### config.mk
export PLATFORM = sky130hd
export DESIGN_NAME = sc_level_shift_ctrl_flat
export DESIGN_NICKNAME = d
export VERILOG_FILES = /design/src/rtl/sc_level_shift_ctrl_pkg.sv /design/src/rtl/sc_level_shift_ctrl_if.sv /design/src/rtl/sc_shift_tick.sv /design/src/rtl/sc_level_shift_ctrl.sv /design/src/flat_wrapper.sv
export SDC_FILE = /design/constraint.sdc
export NUM_CORES = 1
export LEC_CHECK = 0
export BUFFER_PORTS_ARGS = -buffer_cell sky130_fd_sc_hd__buf_2
export CAP_MARGIN = 20
export CELL_PAD_IN_SITES_DETAIL_PLACEMENT = 1
export CELL_PAD_IN_SITES_GLOBAL_PLACEMENT = 2
export CORE_AREA = 2 2 89 65
export DETAILED_ROUTE_END_ITERATION = 7
export DIE_AREA = 0 0 91 67
export GPL_TIMING_DRIVEN = 1
export PLACE_DENSITY_LB_ADDON = 0.1
export SLEW_MARGIN = 20
export SYNTH_ARGS = -nofsm -noshare
export SYNTH_HDL_FRONTEND = slang
export SYNTH_SLANG_ARGS = --single-unit
### constraint.sdc
create_clock -name SC_LevelShiftCtrl_CLOCK_50 -period 4.4 [get_ports SC_LevelShiftCtrl_CLOCK_50]
set_input_delay 0.22 -clock SC_LevelShiftCtrl_CLOCK_50 [delete_from_list [all_inputs] [get_ports SC_LevelShiftCtrl_CLOCK_50]]
set_output_delay 0.22 -clock SC_LevelShiftCtrl_CLOCK_50 [all_outputs]
set_load 0.01 [all_outputs]
### src/rtl/sc_level_shift_ctrl_pkg.sv
// Shared definitions for the level/shift controller slice.
//   - FSM state encoding
//   - background-register shift codes
//   - level codes and tick-counter width
//   - helper that maps a level index onto its tick period
package sc_level_shift_ctrl_pkg;

    localparam int CNT_W = 24;

    typedef enum logic [2:0] {
        ST_IDLE    = 3'd0,
        ST_LOAD    = 3'd1,
        ST_RUN     = 3'd2,
        ST_ADVANCE = 3'd3,
        ST_OVER    = 3'd4,
        ST_WON     = 3'd5
    } state_t;

    localparam logic [1:0] SHIFT_NONE  = 2'b00;
    localparam logic [1:0] SHIFT_LEFT  = 2'b01;
    localparam logic [1:0] SHIFT_RIGHT = 2'b10;

    localparam logic [1:0] LEVEL_0 = 2'd0;
    localparam logic [1:0] LEVEL_1 = 2'd1;
    localparam logic [1:0] LEVEL_2 = 2'd2;
    localparam logic [1:0] LEVEL_3 = 2'd3;

    function automatic logic [CNT_W-1:0] sel_period(
        input logic [1:0]       lvl,
        input logic [CNT_W-1:0] p1,
        input logic [CNT_W-1:0] p2,
        input logic [CNT_W-1:0] p3,
        input logic [CNT_W-1:0] p4
    );
        logic [CNT_W-1:0] p;
        case (lvl)
            LEVEL_0: p = p1;
            LEVEL_1: p = p2;
            LEVEL_2: p = p3;
            default: p = p4;
        endcase
        return p;
    endfunction

endpackage

### src/rtl/sc_level_shift_ctrl_if.sv
// Game-side bundle of the level/shift controller.
//   master : game logic / stimulus (drives start, win, lose, pause)
//   slave  : the controller (drives level, clear, load, shift code, status)
interface sc_level_shift_ctrl_if;

    logic       SC_LevelShiftCtrl_start_InLow;
    logic       SC_LevelShiftCtrl_win_InLow;
    logic       SC_LevelShiftCtrl_lose_InLow;
    logic       SC_LevelShiftCtrl_pause_InLow;
    logic [1:0] SC_LevelShiftCtrl_level_OutBUS;
    logic       SC_LevelShiftCtrl_clear_OutLow;
    logic       SC_LevelShiftCtrl_load_OutLow;
    logic [1:0] SC_LevelShiftCtrl_shiftselection_Out;
    logic       SC_LevelShiftCtrl_gameover_OutHigh;
    logic       SC_LevelShiftCtrl_gamewon_OutHigh;

    modport master (
        output SC_LevelShiftCtrl_start_InLow,
        output SC_LevelShiftCtrl_win_InLow,
        output SC_LevelShiftCtrl_lose_InLow,
        output SC_LevelShiftCtrl_pause_InLow,
        input  SC_LevelShiftCtrl_level_OutBUS,
        input  SC_LevelShiftCtrl_clear_OutLow,
        input  SC_LevelShiftCtrl_load_OutLow,
        input  SC_LevelShiftCtrl_shiftselection_Out,
        input  SC_LevelShiftCtrl_gameover_OutHigh,
        input  SC_LevelShiftCtrl_gamewon_OutHigh
    );

    modport slave (
        input  SC_LevelShiftCtrl_start_InLow,
        input  SC_LevelShiftCtrl_win_InLow,
        input  SC_LevelShiftCtrl_lose_InLow,
        input  SC_LevelShiftCtrl_pause_InLow,
        output SC_LevelShiftCtrl_level_OutBUS,
        output SC_LevelShiftCtrl_clear_OutLow,
        output SC_LevelShiftCtrl_load_OutLow,
        output SC_LevelShiftCtrl_shiftselection_Out,
        output SC_LevelShiftCtrl_gameover_OutHigh,
        output SC_LevelShiftCtrl_gamewon_OutHigh
    );

endinterface

### src/rtl/sc_shift_tick.sv
// Period counter that produces a one-cycle tick every i_period enabled cycles.
//   i_clk     clock (rising edge)
//   i_srst    synchronous active-high reset
//   i_clear   synchronous counter clear (wins over enable)
//   i_enable  count enable; counter holds when low
//   i_period  tick period in enabled cycles (legal 2..2^24-1)
//   o_tick    high in the cycle whose edge wraps the counter to zero
module sc_shift_tick
    import sc_level_shift_ctrl_pkg::*;
(
    input  logic             i_clk,
    input  logic             i_srst,
    input  logic             i_clear,
    input  logic             i_enable,
    input  logic [CNT_W-1:0] i_period,
    output logic             o_tick
);

    logic [CNT_W-1:0] r_cnt;
    logic             w_at_end;

    assign w_at_end = (r_cnt == CNT_W'(i_period - CNT_W'(1)));
    assign o_tick   = i_enable && w_at_end;

    always_ff @(posedge i_clk) begin
        if (i_srst || i_clear) begin
            r_cnt <= '0;
        end else if (i_enable) begin
            if (w_at_end) begin
                r_cnt <= '0;
            end else begin
                r_cnt <= r_cnt + CNT_W'(1);
            end
        end
    end

endmodule

### src/rtl/sc_level_shift_ctrl.sv
// Frogger-style level/shift controller. Sequences IDLE -> LOAD -> RUN, issues
// a periodic shift code to the background register whose period depends on
// the current level, and moves through ADVANCE / OVER / WON on win and lose.
//   SC_LevelShiftCtrl_CLOCK_50      clock (rising edge)
//   SC_LevelShiftCtrl_RESET_InHigh  synchronous active-high reset
//   io_bus                          game-side bundle (slave modport)
// All outputs are registered.
module sc_level_shift_ctrl
    import sc_level_shift_ctrl_pkg::*;
#(
    parameter logic [23:0] TICKS_L1  = 24'd5000000,
    parameter logic [23:0] TICKS_L2  = 24'd3750000,
    parameter logic [23:0] TICKS_L3  = 24'd2500000,
    parameter logic [23:0] TICKS_L4  = 24'd1250000,
    parameter logic [1:0]  SHIFT_DIR = SHIFT_LEFT
)(
    input  logic                  SC_LevelShiftCtrl_CLOCK_50,
    input  logic                  SC_LevelShiftCtrl_RESET_InHigh,
    sc_level_shift_ctrl_if.slave  io_bus
);

    state_t           r_state;
    logic [1:0]       r_level;
    logic             r_clear_n;
    logic             r_load_n;
    logic [1:0]       r_shift;
    logic             r_over;
    logic             r_won;

    logic             w_start;
    logic             w_win;
    logic             w_lose;
    logic             w_run_free;
    logic [CNT_W-1:0] w_period;
    logic             w_tick;

    assign w_start = ~io_bus.SC_LevelShiftCtrl_start_InLow;
    assign w_win   = ~io_bus.SC_LevelShiftCtrl_win_InLow;
    assign w_lose  = ~io_bus.SC_LevelShiftCtrl_lose_InLow;

    // Counting only happens in RUN when nothing of higher priority is active;
    // a win or lose leaves RUN anyway, and the counter is cleared on re-entry.
    assign w_run_free = (r_state == ST_RUN) && io_bus.SC_LevelShiftCtrl_pause_InLow
                        && !w_win && !w_lose;
    assign w_period   = sel_period(r_level, TICKS_L1, TICKS_L2, TICKS_L3, TICKS_L4);

    sc_shift_tick u_tick (
        .i_clk    (SC_LevelShiftCtrl_CLOCK_50),
        .i_srst   (SC_LevelShiftCtrl_RESET_InHigh),
        .i_clear  (r_state != ST_RUN),
        .i_enable (w_run_free),
        .i_period (w_period),
        .o_tick   (w_tick)
    );

    // Outputs are assigned alongside the transition so that each registered
    // output already carries the value belonging to the state being entered.
    always_ff @(posedge SC_LevelShiftCtrl_CLOCK_50) begin
        if (SC_LevelShiftCtrl_RESET_InHigh) begin
            r_state   <= ST_IDLE;
            r_level   <= LEVEL_0;
            r_clear_n <= 1'b0;
            r_load_n  <= 1'b1;
            r_shift   <= SHIFT_NONE;
            r_over    <= 1'b0;
            r_won     <= 1'b0;
        end else begin
            r_clear_n <= 1'b1;
            r_load_n  <= 1'b1;
            r_shift   <= SHIFT_NONE;
            case (r_state)
                ST_IDLE: begin
                    if (w_start) begin
                        r_state  <= ST_LOAD;
                        r_load_n <= 1'b0;
                    end else begin
                        r_clear_n <= 1'b0;
                    end
                end
                ST_LOAD: begin
                    r_state <= ST_RUN;
                end
                ST_RUN: begin
                    if (w_lose) begin
                        r_state <= ST_OVER;
                        r_over  <= 1'b1;
                    end else if (w_win) begin
                        if (r_level != LEVEL_3) begin
                            r_state <= ST_ADVANCE;
                            r_level <= r_level + 2'd1;
                        end else begin
                            r_state <= ST_WON;
                            r_won   <= 1'b1;
                        end
                    end else if (w_tick) begin
                        r_shift <= SHIFT_DIR;
                    end
                end
                ST_ADVANCE: begin
                    r_state  <= ST_LOAD;
                    r_load_n <= 1'b0;
                end
                ST_OVER, ST_WON: begin
                    if (w_start) begin
                        r_state  <= ST_LOAD;
                        r_load_n <= 1'b0;
                        r_level  <= LEVEL_0;
                        r_over   <= 1'b0;
                        r_won    <= 1'b0;
                    end
                end
                default: begin
                    r_state <= ST_IDLE;
                end
            endcase
        end
    end

    assign io_bus.SC_LevelShiftCtrl_level_OutBUS       = r_level;
    assign io_bus.SC_LevelShiftCtrl_clear_OutLow       = r_clear_n;
    assign io_bus.SC_LevelShiftCtrl_load_OutLow        = r_load_n;
    assign io_bus.SC_LevelShiftCtrl_shiftselection_Out = r_shift;
    assign io_bus.SC_LevelShiftCtrl_gameover_OutHigh   = r_over;
    assign io_bus.SC_LevelShiftCtrl_gamewon_OutHigh    = r_won;

endmodule

### src/flat_wrapper.sv
// flat-port wrapper written by rule: the top's interface ports become plain ports
module sc_level_shift_ctrl_flat import sc_level_shift_ctrl_pkg::*;
#(
    parameter logic [23:0] TICKS_L1  = 24'd5000000,
    parameter logic [23:0] TICKS_L2  = 24'd3750000,
    parameter logic [23:0] TICKS_L3  = 24'd2500000,
    parameter logic [23:0] TICKS_L4  = 24'd1250000,
    parameter logic [1:0]  SHIFT_DIR = SHIFT_LEFT
)
  (SC_LevelShiftCtrl_CLOCK_50, SC_LevelShiftCtrl_RESET_InHigh, io_bus_SC_LevelShiftCtrl_start_InLow, io_bus_SC_LevelShiftCtrl_win_InLow, io_bus_SC_LevelShiftCtrl_lose_InLow, io_bus_SC_LevelShiftCtrl_pause_InLow, io_bus_SC_LevelShiftCtrl_level_OutBUS, io_bus_SC_LevelShiftCtrl_clear_OutLow, io_bus_SC_LevelShiftCtrl_load_OutLow, io_bus_SC_LevelShiftCtrl_shiftselection_Out, io_bus_SC_LevelShiftCtrl_gameover_OutHigh, io_bus_SC_LevelShiftCtrl_gamewon_OutHigh);
  sc_level_shift_ctrl_if io_bus_i ();
  input  logic SC_LevelShiftCtrl_CLOCK_50;
  input  logic SC_LevelShiftCtrl_RESET_InHigh;
  input wire logic [$bits(io_bus_i.SC_LevelShiftCtrl_start_InLow)-1:0] io_bus_SC_LevelShiftCtrl_start_InLow;
  input wire logic [$bits(io_bus_i.SC_LevelShiftCtrl_win_InLow)-1:0] io_bus_SC_LevelShiftCtrl_win_InLow;
  input wire logic [$bits(io_bus_i.SC_LevelShiftCtrl_lose_InLow)-1:0] io_bus_SC_LevelShiftCtrl_lose_InLow;
  input wire logic [$bits(io_bus_i.SC_LevelShiftCtrl_pause_InLow)-1:0] io_bus_SC_LevelShiftCtrl_pause_InLow;
  output wire logic [$bits(io_bus_i.SC_LevelShiftCtrl_level_OutBUS)-1:0] io_bus_SC_LevelShiftCtrl_level_OutBUS;
  output wire logic [$bits(io_bus_i.SC_LevelShiftCtrl_clear_OutLow)-1:0] io_bus_SC_LevelShiftCtrl_clear_OutLow;
  output wire logic [$bits(io_bus_i.SC_LevelShiftCtrl_load_OutLow)-1:0] io_bus_SC_LevelShiftCtrl_load_OutLow;
  output wire logic [$bits(io_bus_i.SC_LevelShiftCtrl_shiftselection_Out)-1:0] io_bus_SC_LevelShiftCtrl_shiftselection_Out;
  output wire logic [$bits(io_bus_i.SC_LevelShiftCtrl_gameover_OutHigh)-1:0] io_bus_SC_LevelShiftCtrl_gameover_OutHigh;
  output wire logic [$bits(io_bus_i.SC_LevelShiftCtrl_gamewon_OutHigh)-1:0] io_bus_SC_LevelShiftCtrl_gamewon_OutHigh;
  assign io_bus_i.SC_LevelShiftCtrl_start_InLow = io_bus_SC_LevelShiftCtrl_start_InLow;
  assign io_bus_i.SC_LevelShiftCtrl_win_InLow = io_bus_SC_LevelShiftCtrl_win_InLow;
  assign io_bus_i.SC_LevelShiftCtrl_lose_InLow = io_bus_SC_LevelShiftCtrl_lose_InLow;
  assign io_bus_i.SC_LevelShiftCtrl_pause_InLow = io_bus_SC_LevelShiftCtrl_pause_InLow;
  assign io_bus_SC_LevelShiftCtrl_level_OutBUS = io_bus_i.SC_LevelShiftCtrl_level_OutBUS;
  assign io_bus_SC_LevelShiftCtrl_clear_OutLow = io_bus_i.SC_LevelShiftCtrl_clear_OutLow;
  assign io_bus_SC_LevelShiftCtrl_load_OutLow = io_bus_i.SC_LevelShiftCtrl_load_OutLow;
  assign io_bus_SC_LevelShiftCtrl_shiftselection_Out = io_bus_i.SC_LevelShiftCtrl_shiftselection_Out;
  assign io_bus_SC_LevelShiftCtrl_gameover_OutHigh = io_bus_i.SC_LevelShiftCtrl_gameover_OutHigh;
  assign io_bus_SC_LevelShiftCtrl_gamewon_OutHigh = io_bus_i.SC_LevelShiftCtrl_gamewon_OutHigh;
  sc_level_shift_ctrl #(.TICKS_L1(TICKS_L1), .TICKS_L2(TICKS_L2), .TICKS_L3(TICKS_L3), .TICKS_L4(TICKS_L4), .SHIFT_DIR(SHIFT_DIR)) u_core (.SC_LevelShiftCtrl_CLOCK_50(SC_LevelShiftCtrl_CLOCK_50), .SC_LevelShiftCtrl_RESET_InHigh(SC_LevelShiftCtrl_RESET_InHigh), .io_bus(io_bus_i));
endmodule
======== After elaboration in Yosys (flattened, before gate mapping) ========
Cells that the tools add are included.
cells by class
  add/sub/neg operators ................... 3
  eq/ne operators ......................... 18
  muxes and demuxes ....................... 24
  bitwise logic cells ..................... 3
  reductions and logical operators ........ 15
operators with widths
  cell                   count
  $pmux 23 s3            1
  $add 24x1->24 const B  1
  $eq 24x24->1           1
  $mux 24                1
  $sub 23x1->24 const B  1
  $ne 2x2->1 const B     8
  $mux 3                 4
  $pmux 3 s4             1
  $reduce_and 5->1       2
  $mux 1                 9
  $mux 2                 4
  $eq 3x2->1 const B     2
  $eq 3x3->1 const B     2
  $pmux 1 s2             3
  $logic_and 1x1->1      4
  $pmux 2 s2             1
  $reduce_or 4->1        1
  $eq 3x1->1 const B     1
  $logic_not 3->1        1
  $ne 3x2->1 const B     1
  $ne 3x3->1 const B     1
  $not 1->1              3
  $reduce_and 3->1       1
  $reduce_or 3->1        1
  other kinds (8)        8
word-level totals
  register bits after elaboration ......... 35
  output and inout port bits .............. 8
  logic and storage cells ................. 71

======== Logic depth before layout (Yosys ltp) ========
  depth in word-level cells ............... 6
  mapped depth ............................ 10
  gate-level depth less buffers ........... 8

======== By module ========
From an unflattened synthesis, not the netlist that was laid out.
second synthesis, totals
  cell total of the unflattened synthesis .. 357
  area, all modules ....................... 2,891.5 um^2
by module, submodules not included
  module               instances  cells an instance  area each (um^2)
  sc_shift_tick        1          286                2,250.9
  sc_level_shift_ctrl  1          71                 640.6

======== Least setup slack after synthesis ========
OpenSTA, ideal clock, no wires.
  kind .................................... reg2reg
  start point ............................. reg u_core.r_level[0] (netlist: u_core.io_bus.SC_LevelShiftCtrl_level_OutBUS[0])
  end point ............................... reg u_core.u_tick.r_cnt[17]
  setup time .............................. 0.115 ns
  data arrival time ....................... 2.418 ns
  setup slack ............................. 1.866 ns
  stages on the path, launching flop included .. 10
  period minus slack after synthesis ...... 2.534 ns
  cell sequence ........................... dfxtp_1 inv_1 ha_1 or4b_1 a32oi_1 o2111ai_1 a211oi_1 a41o_2 buf_6 nor2_1
on the way
  word-level cells in the longest chain between the ends .. 5
RTL lines
  element                                   RTL line                       RTL
  from (decl)                               sc_level_shift_ctrl.sv:23      logic [1:0] r_level;
  from (signal assigned)                    sc_level_shift_ctrl.sv:90      r_level <= r_level + 2'd1;
  $eq 2x2->1, or another cell as far along  sc_level_shift_ctrl_pkg.sv:36  case (lvl)
  $pmux 23 s3 *                             sc_level_shift_ctrl_pkg.sv:36
  $sub 23x1->24 *                           sc_shift_tick.sv:22            assign w_at_end = (r_cnt == CNT_W'(i_period - CNT_W'(1)));
  $eq 24x24->1 *                            sc_shift_tick.sv:22
  $mux 24 *                                 sc_shift_tick.sv:29            if (w_at_end) begin
  to (signal assigned)                      sc_shift_tick.sv:32            r_cnt <= r_cnt + CNT_W'(1);
  to (decl)                                 sc_shift_tick.sv:19            logic [CNT_W-1:0] r_cnt;
Mark *: on every way between the ends. The rest lies on a longest branch, timed or not.
A chain may end at the register's enable or synchronous reset.

======== Worst setup path after layout ========
  start point ............................. reg u_core.r_level[0] (netlist: u_core.io_bus.SC_LevelShiftCtrl_level_OutBUS[0])
  end point ............................... reg u_core.u_tick.r_cnt[20]
The elaborated chain is that of the path after synthesis.

==> flow_summary.ini <==
[run_status]
status = finished, final reports clean

[worst_setup_path]
critPathLaunchType = flop
critical_path_class = reg2reg
reg2reg_depth = 8
crit_path_max_fanout = 23
cp.depth = 8
crit_buf_inv = 1
cpLargestDelayFamily = compound AO/OA/AOI/OAI gates
cp.arrival_ns = 3.05
path_cells = inv_1 > ha_1 > or4b_1 > a32oi_1 > o2111ai_1 > a211oi_1 > a41o_2 > nor2_1
crit_required_ns = 4.55
max_stage_delay_ns = 0.52
end_kind = flop
critical_path.slowest_cell = dfxtp_1

[final_layout]
seqCellArea_um2 = 681
final_cell_mix = 42 x nor2_1, 34 x dfxtp_1, 19 x xnor2_1
layout_commonest_cell = nor2_1
fin_nets = 271
layout-area-overhead-vs-synth_pct = 8.61
antenna_cells = 0
fillers = 650
multi_input_area_mm2 = 0.00122
drive_gt1_frac = 0.102

[drt]
vias = 1679
dr.first_iter.drc_count = 94
routed_wl_um = 5130
via_per_inst = 5.12
route.detailed.drc = 0
wl_per_cell_um = 15.7
drt.antenna.violating_nets = 0
drtPass1Iterations = 4

[timing]
max_freq_mhz = 345
setup_tns_ns = 0
worst_slew_pin_slew_ns = 0.528
slew_violations = 0
rsz0062_at_grt = no
final_hold_viol_count = 0
worst_slew_margin_rel = 0.646
post-route-period-util = 0.659
finalHoldWorstSlack_ns = 0.196
period_minus_slack_ns = 2.90
setup_slack_ns = 1.50
finClkSkew_ns = 0.00711
setup_viol = 0

[pwr]
netSwitchingPower_w = 0.000144
p_seq_frac = 0.548
p_clk_frac = 0.381
p_int_w = 0.000437
comb_power_share = 0.070
leakage_nw = 0.726
swShare = 0.248
powerDensity_mw_per_mm2 = 267
ir_worst_vdd_mv = 0.153

[synth]
synth_top_family_by_area = simple AND/OR/NAND/NOR gates
async_flop_share = 0
synth_nets = 261
yosys_warnings = 0
synth_cells = 246
ys_seq_elements = 34
synthXorXnorAreaFrac = 0.144
ys_seq_area_frac = 0.339
synth_compound_gate_area_share = 0.0992
synth_simple_gate_area_frac = 0.286
synth_area_per_cell_um2 = 8.15
synth_edf_count = 0
synth_ff_type = dfxtp_1
post_synth_num_cell_types = 48
synth.area.mux_share = 0.0206
syn-cell-area_mm2 = 0.00201
synth_adder_area_share = 0.0561

[die]
fp.dieArea_mm2 = 0.00610
dieHeight_um = 67
ios = 14
rows = 22
initial_core_util = 0.388
coreArea_mm2 = 0.00517
die_x_um = 91

[clock_network]
post_cts_buffers = 0
cts_root_buf = clkbuf_8
ctsResizeCount = 0
cts_sinks = 34
clockBufferDepth = 2
htree_levels = 2
cts_buffers = 5
hold_buffers = 0
cts_tree = built
clkTransAtPathRegs_ns = 0.07
clk_latency_ns = 0.28

[hold_path]
worst_hold_path_type = in2reg
min_delay_path_depth = 2

[place]
io_buffers = 12
gp_congestion = 0.769
dp_hpwl_um = 3840
place_ws_ns = 1.50

[global_routing]
grt_use_total = 0.188
grt_pass1_vias = 1660
grt-ovfl-total = 0
grt_first_pass_wirelength_um = 8780
grt_max_degree = 24
antenna_found_initial = 0

[job]
drv_cap = 0
==> worst paths after layout <==
| path | start | to | slack (ns) |
|---|---|---|---|
| min reg2reg | flop | flop | 0.50 |
| max reg2reg | u_core.io_bus.SC_LevelShiftCtrl_level_OutBUS[0] | u_core.u_tick.r_cnt[20] | 1.50 |
| min | io_bus_SC_LevelShiftCtrl_start_InLow | u_core.io_bus.SC_LevelShiftCtrl_clear_OutLow | 0.20 |
| max | u_core.io_bus.SC_LevelShiftCtrl_level_OutBUS[0] | u_core.u_tick.r_cnt[20] | 1.50 |
==> cells in the mapped netlist, drive strengths merged, types with 2 or more instances <==
library cell | count | share of area
nor2 | 42 | 0.079
dfxtp | 34 | 0.34
xnor2 | 19 | 0.083
nand2 | 15 | 0.028
xor2 | 14 | 0.061
inv | 13 | 0.024
nor3 | 13 | 0.038
a21oi | 11 | 0.027
nand3 | 10 | 0.025
ha | 9 | 0.056
nand4 | 8 | 0.025
buf | 6 | 0.022
o21ai | 5 | 0.012
and4 | 3 | 0.013
clkbuf | 3 | 0.0062
mux2i | 3 | 0.015
or2 | 3 | 0.0094
or3 | 3 | 0.0094
a21boi | 2 | 0.0075
a31oi | 2 | 0.0062
and3 | 2 | 0.0069
nand2b | 2 | 0.0062
nor2b | 2 | 0.0062
nor3b | 2 | 0.0075
nor4 | 2 | 0.0062
==> state kept, by name, summed over array words and instances, names as in the netlist <==
signal and cells:
u_core.io_bus.SC_LevelShiftCtrl_shiftselection_Out 1, u_core.io_bus.SC_LevelShiftCtrl_gameover_OutHigh 1, u_core.io_bus.SC_LevelShiftCtrl_level_OutBUS 2, u_core.io_bus.SC_LevelShiftCtrl_load_OutLow 1
u_core.r_state 3, u_core.io_bus.SC_LevelShiftCtrl_gamewon_OutHigh 1, u_core.u_tick.r_cnt 24, u_core.io_bus.SC_LevelShiftCtrl_clear_OutLow 1
==> through the flow <==
step	instances	area (um^2)	utilization	total power, W
after CTS	328	2180	0.421	0.000590
final	328	2180	0.421	0.000581
after detailed placement	321	2100	0.405	0.000366
after global placement	321	2100	0.405	0.000366
after global routing	328	2180	0.421	0.000614
after floorplan	246	2010	-	0.000355
==> final cells by class <==
class                           instances  share of cell area
Clock buffer                            6              0.0333
Tap cell                               72              0.0414
Timing Repair Buffer                   12              0.0276
Inverter                               13              0.0224
Clock inverter                          1             0.00345
Multi-Input combinational cell        190               0.559
Sequential cell                        34               0.312
==> layer usage <==
layer / global-route usage / vias to the layer above / part of all wire
li1: - / 866 / -
met1: 0.277 / 775 / 0.55
met2: 0.270 / 33 / 0.38
met3: 0.0419 / 5 / 0.061
met4: 0.0568 / 0 / 0.010
met5: 0 / - / 0
==> power groups by stage <==
stage | Combinational, W | Clock [W] | Sequential [W]
floorplan | 0.0000292 | 0 | 0.000325
global placement | 0.0000406 | 0 | 0.000325
detailed placement | 0.0000405 | 0 | 0.000325
CTS | 0.0000408 | 0.000231 | 0.000318
global route | 0.0000467 | 0.000248 | 0.000319
finish | 0.0000408 | 0.000222 | 0.000318
==> worst reg2reg max path, cell delays in order (launching register included) <==
cell and delay [ns]:
dfxtp_1 0.52, inv_1 0.16, ha_1 0.40, or4b_1 0.50
a32oi_1 0.17, o2111ai_1 0.16, a211oi_1 0.25, a41o_2 0.50
nor2_1 0.11
==> cells by family (layout without fill, tap and decap cells) <==
kind of cell               Yosys count  after routing
xor gates and xnor gates            33             33
and+or+nand+nor                    113            113
buffers and inverters               22             32
AOI/OAI and AO/OA                   30             30
DFF                                 34             34
muxes                                4              4
adders and majority gates            9              9
other                                1              1
(Power assumes the default switching activity.)
